`src/rtl/crossbar_scheduler_4bit_pkg.sv`:
```
// Shared constants and types for the 2x2 4-bit crossbar scheduler.
package crossbar_scheduler_4bit_pkg;

   localparam int unsigned W = 4;

   // Destination encoding carried with every queued word.
   localparam logic DEST_OUT1 = 1'b0;
   localparam logic DEST_OUT2 = 1'b1;

   // Crossbar select encoding.
   localparam logic CTRL_STRAIGHT = 1'b0;
   localparam logic CTRL_SWAP     = 1'b1;

   // Queue entry: destination in the MSB, data below it.
   typedef struct packed {
      logic         dest;
      logic [W-1:0] data;
   } xbar_word_t;

endpackage

```
`src/rtl/xbar_in_fifo.sv`:
```
// Per-port input queue: registered full/empty, no write-to-read bypass.
module xbar_in_fifo
   import crossbar_scheduler_4bit_pkg::*;
#(
   parameter int unsigned WIDTH = 5,
   parameter int unsigned DEPTH = 2
) (
   input  logic             clk_i,
   input  logic             rst_i,
   input  logic             wvalid_i,
   input  logic [WIDTH-1:0] wdata_i,
   output logic             wready_o,
   output logic             rvalid_o,
   output logic [WIDTH-1:0] rdata_o,
   input  logic             rpop_i
);

   localparam int unsigned AW = (DEPTH > 1) ? $clog2(DEPTH) : 1;

   logic [WIDTH-1:0] mem_q [DEPTH];
   logic [AW-1:0]    wptr_q, rptr_q;
   logic [AW:0]      cnt_q;
   logic             push, pop;

   assign wready_o = (cnt_q != (AW+1)'(DEPTH));
   assign rvalid_o = (cnt_q != '0);
   assign rdata_o  = mem_q[rptr_q];
   assign push     = wvalid_i && wready_o;
   assign pop      = rpop_i && rvalid_o;

   // Storage array; contents are don't-care while the queue is empty.
   always_ff @(posedge clk_i) begin
      if (push) begin
         mem_q[wptr_q] <= wdata_i;
      end
   end

   // Pointers wrap naturally since DEPTH is a power of two.
   always_ff @(posedge clk_i or posedge rst_i) begin
      if (rst_i) begin
         wptr_q <= '0;
         rptr_q <= '0;
         cnt_q  <= '0;
      end else begin
         if (push) wptr_q <= wptr_q + 1'b1;
         if (pop)  rptr_q <= rptr_q + 1'b1;
         unique case ({push, pop})
            2'b10:   cnt_q <= cnt_q + 1'b1;
            2'b01:   cnt_q <= cnt_q - 1'b1;
            default: cnt_q <= cnt_q;
         endcase
      end
   end

endmodule

```
`src/rtl/crossbar_scheduler_4bit.sv`:
```
// Two input queues feeding a 2x2 crossbar; schedules heads each cycle with
// round-robin arbitration on destination conflicts.
module crossbar_scheduler_4bit
   import crossbar_scheduler_4bit_pkg::*;
#(
   parameter int unsigned FIFO_DEPTH = 2,
   parameter int unsigned W          = 4
) (
   input  logic         clk,
   input  logic         rst,
   input  logic [W-1:0] in1_data,
   input  logic [W-1:0] in2_data,
   input  logic         in1_dest,
   input  logic         in2_dest,
   input  logic         in1_valid,
   input  logic         in2_valid,
   output logic         in1_ready,
   output logic         in2_ready,
   output logic [W-1:0] xbar_in1,
   output logic [W-1:0] xbar_in2,
   output logic         control,
   output logic         out1_valid,
   output logic         out2_valid,
   output logic [7:0]   conflict_cnt
);

   localparam int unsigned QW = W + 1;

   xbar_word_t   head1, head2;
   logic         h1_valid, h2_valid;
   logic         pop1, pop2;
   logic         conflict, grant1, grant2;

   logic         control_q, control_d;
   logic [W-1:0] x1_q, x1_d, x2_q, x2_d;
   logic         v1_q, v1_d, v2_q, v2_d;
   logic         rr_q, rr_d;
   logic [7:0]   cnt_q, cnt_d;

   xbar_in_fifo #(
      .WIDTH(QW),
      .DEPTH(FIFO_DEPTH)
   ) u_fifo1 (
      .clk_i   (clk),
      .rst_i   (rst),
      .wvalid_i(in1_valid),
      .wdata_i ({in1_dest, in1_data}),
      .wready_o(in1_ready),
      .rvalid_o(h1_valid),
      .rdata_o (head1),
      .rpop_i  (pop1)
   );

   xbar_in_fifo #(
      .WIDTH(QW),
      .DEPTH(FIFO_DEPTH)
   ) u_fifo2 (
      .clk_i   (clk),
      .rst_i   (rst),
      .wvalid_i(in2_valid),
      .wdata_i ({in2_dest, in2_data}),
      .wready_o(in2_ready),
      .rvalid_o(h2_valid),
      .rdata_o (head2),
      .rpop_i  (pop2)
   );

   // Pick which heads leave this cycle and what the crossbar sees next.
   always_comb begin
      pop1      = 1'b0;
      pop2      = 1'b0;
      x1_d      = '0;
      x2_d      = '0;
      v1_d      = 1'b0;
      v2_d      = 1'b0;
      control_d = control_q;
      rr_d      = rr_q;
      cnt_d     = cnt_q;
      conflict  = h1_valid && h2_valid && (head1.dest == head2.dest);
      grant1    = h1_valid && (!h2_valid || (conflict && !rr_q));
      grant2    = h2_valid && (!h1_valid || (conflict && rr_q));

      if (h1_valid && h2_valid && !conflict) begin
         pop1      = 1'b1;
         pop2      = 1'b1;
         control_d = (head1.dest == DEST_OUT2) ? CTRL_SWAP : CTRL_STRAIGHT;
         x1_d      = head1.data;
         x2_d      = head2.data;
         v1_d      = 1'b1;
         v2_d      = 1'b1;
      end else if (grant1) begin
         pop1      = 1'b1;
         control_d = (head1.dest == DEST_OUT2) ? CTRL_SWAP : CTRL_STRAIGHT;
         x1_d      = head1.data;
         v1_d      = (head1.dest == DEST_OUT1);
         v2_d      = (head1.dest == DEST_OUT2);
      end else if (grant2) begin
         pop2      = 1'b1;
         control_d = (head2.dest == DEST_OUT2) ? CTRL_STRAIGHT : CTRL_SWAP;
         x2_d      = head2.data;
         v1_d      = (head2.dest == DEST_OUT1);
         v2_d      = (head2.dest == DEST_OUT2);
      end

      if (conflict) begin
         rr_d = !rr_q;
         if (cnt_q != 8'hFF) cnt_d = cnt_q + 8'd1;
      end
   end

   // Output and arbitration registers.
   always_ff @(posedge clk or posedge rst) begin
      if (rst) begin
         control_q <= CTRL_STRAIGHT;
         x1_q      <= '0;
         x2_q      <= '0;
         v1_q      <= 1'b0;
         v2_q      <= 1'b0;
         rr_q      <= 1'b0;
         cnt_q     <= '0;
      end else begin
         control_q <= control_d;
         x1_q      <= x1_d;
         x2_q      <= x2_d;
         v1_q      <= v1_d;
         v2_q      <= v2_d;
         rr_q      <= rr_d;
         cnt_q     <= cnt_d;
      end
   end

   assign control      = control_q;
   assign xbar_in1     = x1_q;
   assign xbar_in2     = x2_q;
   assign out1_valid   = v1_q;
   assign out2_valid   = v2_q;
   assign conflict_cnt = cnt_q;

endmodule
```
`config.mk`:
```
export PLATFORM = sky130hd
export DESIGN_NAME = crossbar_scheduler_4bit
export DESIGN_NICKNAME = d
export VERILOG_FILES = /design/src/rtl/crossbar_scheduler_4bit_pkg.sv /design/src/rtl/xbar_in_fifo.sv /design/src/rtl/crossbar_scheduler_4bit.sv
export SDC_FILE = /design/constraint.sdc
export NUM_CORES = 1
export LEC_CHECK = 0
export ABC_CLOCK_PERIOD_IN_PS = 2500
export CORE_ASPECT_RATIO = 0.5
export CORE_MARGIN = 2
export CORE_UTILIZATION = 54
export CTS_BUF_LIST = sky130_fd_sc_hd__clkbuf_8
export DETAILED_ROUTE_END_ITERATION = 10
export MAX_ROUTING_LAYER = met4
export PLACE_DENSITY = 0.82
export SETUP_SLACK_MARGIN = 0.05
export SLEW_MARGIN = 10
export SYNTH_ARGS = -nofsm -noshare
export SYNTH_HDL_FRONTEND = slang
export SYNTH_SLANG_ARGS = --single-unit
```
`constraint.sdc`:
```
create_clock -name clk -period 2.5 [get_ports clk]
set_input_delay 0.25 -clock clk [delete_from_list [all_inputs] [get_ports clk]]
set_output_delay 0.25 -clock clk [all_outputs]
set_load 0.005 [all_outputs]
```
==> impl_results.md <==
- Status: completed
- Pin count of the biggest net entering global routing: 29
- Placed Cells: 224
- Mapped Nets: 157
- Post-synthesis cell area: 1980 um2
- Fill cells: 243
- Area Overhead vs Synth: 24.3%
- Initial antenna violation count: 0
- Max-slew violation count: 0
- Root Driver: clkbuf_8
- Global-route wire length before repair: 4860 um
- Io pins: 35
- Grt ovf: 0
- Commonest non-fill, non-tap cell in the layout: clkdlybuf4s50_1
- Buffers on Ports: 34
- Yosys reg bits: 48
- Kind of start point of the critical path: flop
- Critical Path RT: 2.71 ns
- Clock Sinks: 48
- Fmax: 450 MHz
- FP Rows: 15
- Layout cells sized above 1: 10.6%
- Total CTS buffers: 5
- Final hold viol count: 0
- VDD IR-drop max: 0.520 mV
- Final Instance Area: 2470 um2
- Leak pwr: 1.01 nW
- Postcts setup bufs: 0
- Ant. Diodes: 0
- Die H: 46.9 um
- Core Region: 3470 um2
- Pwr per Cell Area: 1300 nW/um2
- Worst EP arrival: 2.44 ns
- Nets: 197
- Gpl congestion: 0.844
- Routed wire length: 3140 um
- Most frequent cells in the layout: clkdlybuf4s50_1 (34), dfrtp_1 (28), edfxtp_1 (20), nor2_1 (15)
- Finished Layout Cells: 231
- Gr usage total: 16.4%
- CP Class: flop to flop
- Clk_skew: 0.00582 ns
- Syn_area_per_cell: 14.2 um2
- ANT nets after route: 0
- Detailed Routing Iterations Pass 1: 4
- Vias in the first global route: 1,074
- Reg2reg end: u_fifo1.cnt_q[1]$_DFFE_PP0P_
- Dpl hpwl: 2310 um
- Tmin final: 2.22 ns
- Worst-path fanout max: 10
- DIE AREA: 4210 um2
- Post-CTS Hold Fix Bufs: 0
- Clock transition at the registers of the reported paths: 0.08 ns
- Actual slew at the worst max-slew pin: 0.463 ns
- Seq/Total Area, Yosys: 65.6%
- Post-synth ARST share: 58.3%
- CTS tree: yes
- Post-synth EDFFs: 20
- Unrepaired setup endpoints after global routing: no
- Wire per inst: 13.6 um
- Hold Path Class: input pin to asynchronous set/reset pin
- Worst Reg2Reg Path Length in Cells: 7
- Slew headroom: 69.0%
- Final setup fails: 0
- Synth cell types: 28
- Clock buffer depth: 2
- Syn. warnings: 0
- Primary FF master, synth: dfrtp_1
- Drt initial violations: 40
- Vias: 1,138
- Residual DRC count: 0
- Post-Synthesis Cells: 140
- Width of the die: 89.7 um
- Placed inst area: 2380 um2
- Crit. End Element: flop
- Later-pin clock latency in the skew report: 0.29 ns
- Final setup TNS: 0 ns
- Post-CTS sizing: 0
- R2r startpoint: u_fifo2.rptr_q$_DFFE_PP0P_
- Starting Density: 57.2%
- Worst reg-to-reg setup slack: 0.28 ns
- DR vias/cell: 4.93
- Number of max-cap violations: 0
- H-tree Lvls: 2
- Total power: 3.21 mW
- Final period util: 88.8%
-- critical path, stage by stage, from the launching register on --
cell,delay (ns)
dfrtp_1,0.57
mux2i_4,0.39
xor2_4,0.19
o31ai_4,0.28
inv_1,0.07
ha_1,0.32
nor2_1,0.15
xor2_1,0.17
-- synthesized netlist by cell type (2+ instances only) --
cell type   n  area (um2)
mux2i_4     2        45.0
nand2b_1    3        18.8
mux2i_1     8        80.1
xnor2_1     9        78.8
and3_1      3        18.8
ha_1        3        37.5
nor3_1      7        35.0
nor2_1     15        56.3
clkbuf_1    2        7.51
inv_1       5        18.8
xor2_1      9        78.8
or2_2       2        12.5
o31ai_4     2        42.5
nand3_1     3        15.0
edfxtp_1   20         601
a21oi_1     2        10.0
dfrtp_1    28         701
nand2_1     7        26.3
-- cell type report --
class / count / area, um2 / area share (%)
clock buffer: 5 / 68.8 / 2.79
clock inverter: 2 / 12.5 / 0.507
inverter: 5 / 18.8 / 0.761
multi-input combinational: 83 / 638 / 25.9
sequential: 48 / 1300 / 52.8
tap: 51 / 63.8 / 2.59
timing repair buffer: 37 / 363 / 14.7
-- layer usage --
| layer | vias to the layer above | GRT usage, % | part of all wire, % |
|---|---|---|---|
| li1 | 559 | - | - |
| met1 | 542 | 19.6 | 49 |
| met2 | 32 | 26.2 | 47 |
| met3 | 5 | 6.10 | 3.7 |
| met4 | 0 | 6.46 | 0.67 |
| met5 | - | - | 0 |
-- per-stage QoR --
stage / setup slack, ns / util, % / hold slack (ns)
detailed placement: 0.293 / 68.7 / 0.482
global placement: 0.425 / 68.7 / 0.475
finish: 0.279 / 71.0 / 0.311
global route: 0.162 / 71.0 / 0.380
floorplan: 0.517 / - / 0.315
CTS: 0.270 / 71.0 / 0.328
-- flip-flops by register name, summed over array words and instances, names as in the netlist --
| name | flops |
|---|---|
| out1_valid | 1 |
| xbar_in1 | 4 |
| u_fifo1.rptr_q | 1 |
| out2_valid | 1 |
| u_fifo1.wptr_q | 1 |
| u_fifo2.rptr_q | 1 |
| rr_q | 1 |
| u_fifo1.mem_q | 10 |
| conflict_cnt | 8 |
| u_fifo2.cnt_q | 2 |
| control | 1 |
| xbar_in2 | 4 |
| u_fifo1.cnt_q | 2 |
| u_fifo2.wptr_q | 1 |
| u_fifo2.mem_q | 10 |
-- worst max path at each step --
stage / from / endpoint / slack (ns) / cells past startpoint
floorplan: u_fifo1.rptr_q$_DFFE_PP0P_ / u_fifo1.cnt_q[1]$_DFFE_PP0P_ / 0.52 / 8
global placement: u_fifo1.rptr_q$_DFFE_PP0P_ / u_fifo2.cnt_q[1]$_DFFE_PP0P_ / 0.43 / 7
detailed placement: u_fifo2.rptr_q$_DFFE_PP0P_ / u_fifo1.cnt_q[1]$_DFFE_PP0P_ / 0.29 / 7
CTS: u_fifo1.rptr_q$_DFFE_PP0P_ / u_fifo1.cnt_q[1]$_DFFE_PP0P_ / 0.27 / 7
global route: u_fifo2.rptr_q$_DFFE_PP0P_ / u_fifo1.cnt_q[1]$_DFFE_PP0P_ / 0.16 / 8
finish: u_fifo2.rptr_q$_DFFE_PP0P_ / u_fifo1.cnt_q[1]$_DFFE_PP0P_ / 0.28 / 7
-- report_power, final --
group | total, mW | internal [mW] | switching, mW
Sequential | 1.38 | 1.13 | 0.244
Combinational | 1.41 | 0.768 | 0.643
Clock | 0.426 | 0.189 | 0.237
-- cell families (layout without fill, tap and decap cells) --
kind of cell	after synthesis	count (layout)	synth area share [%]
compound gates	7	7	3.72
flops	48	48	65.6
simple gates	43	43	10.2
fa+ha+maj	3	3	1.89
buf+inv	9	49	2.27
xor+xnor	19	19	9.33
mux	11	11	7.06
No activity file was read; power rests on OpenSTA's default activity.
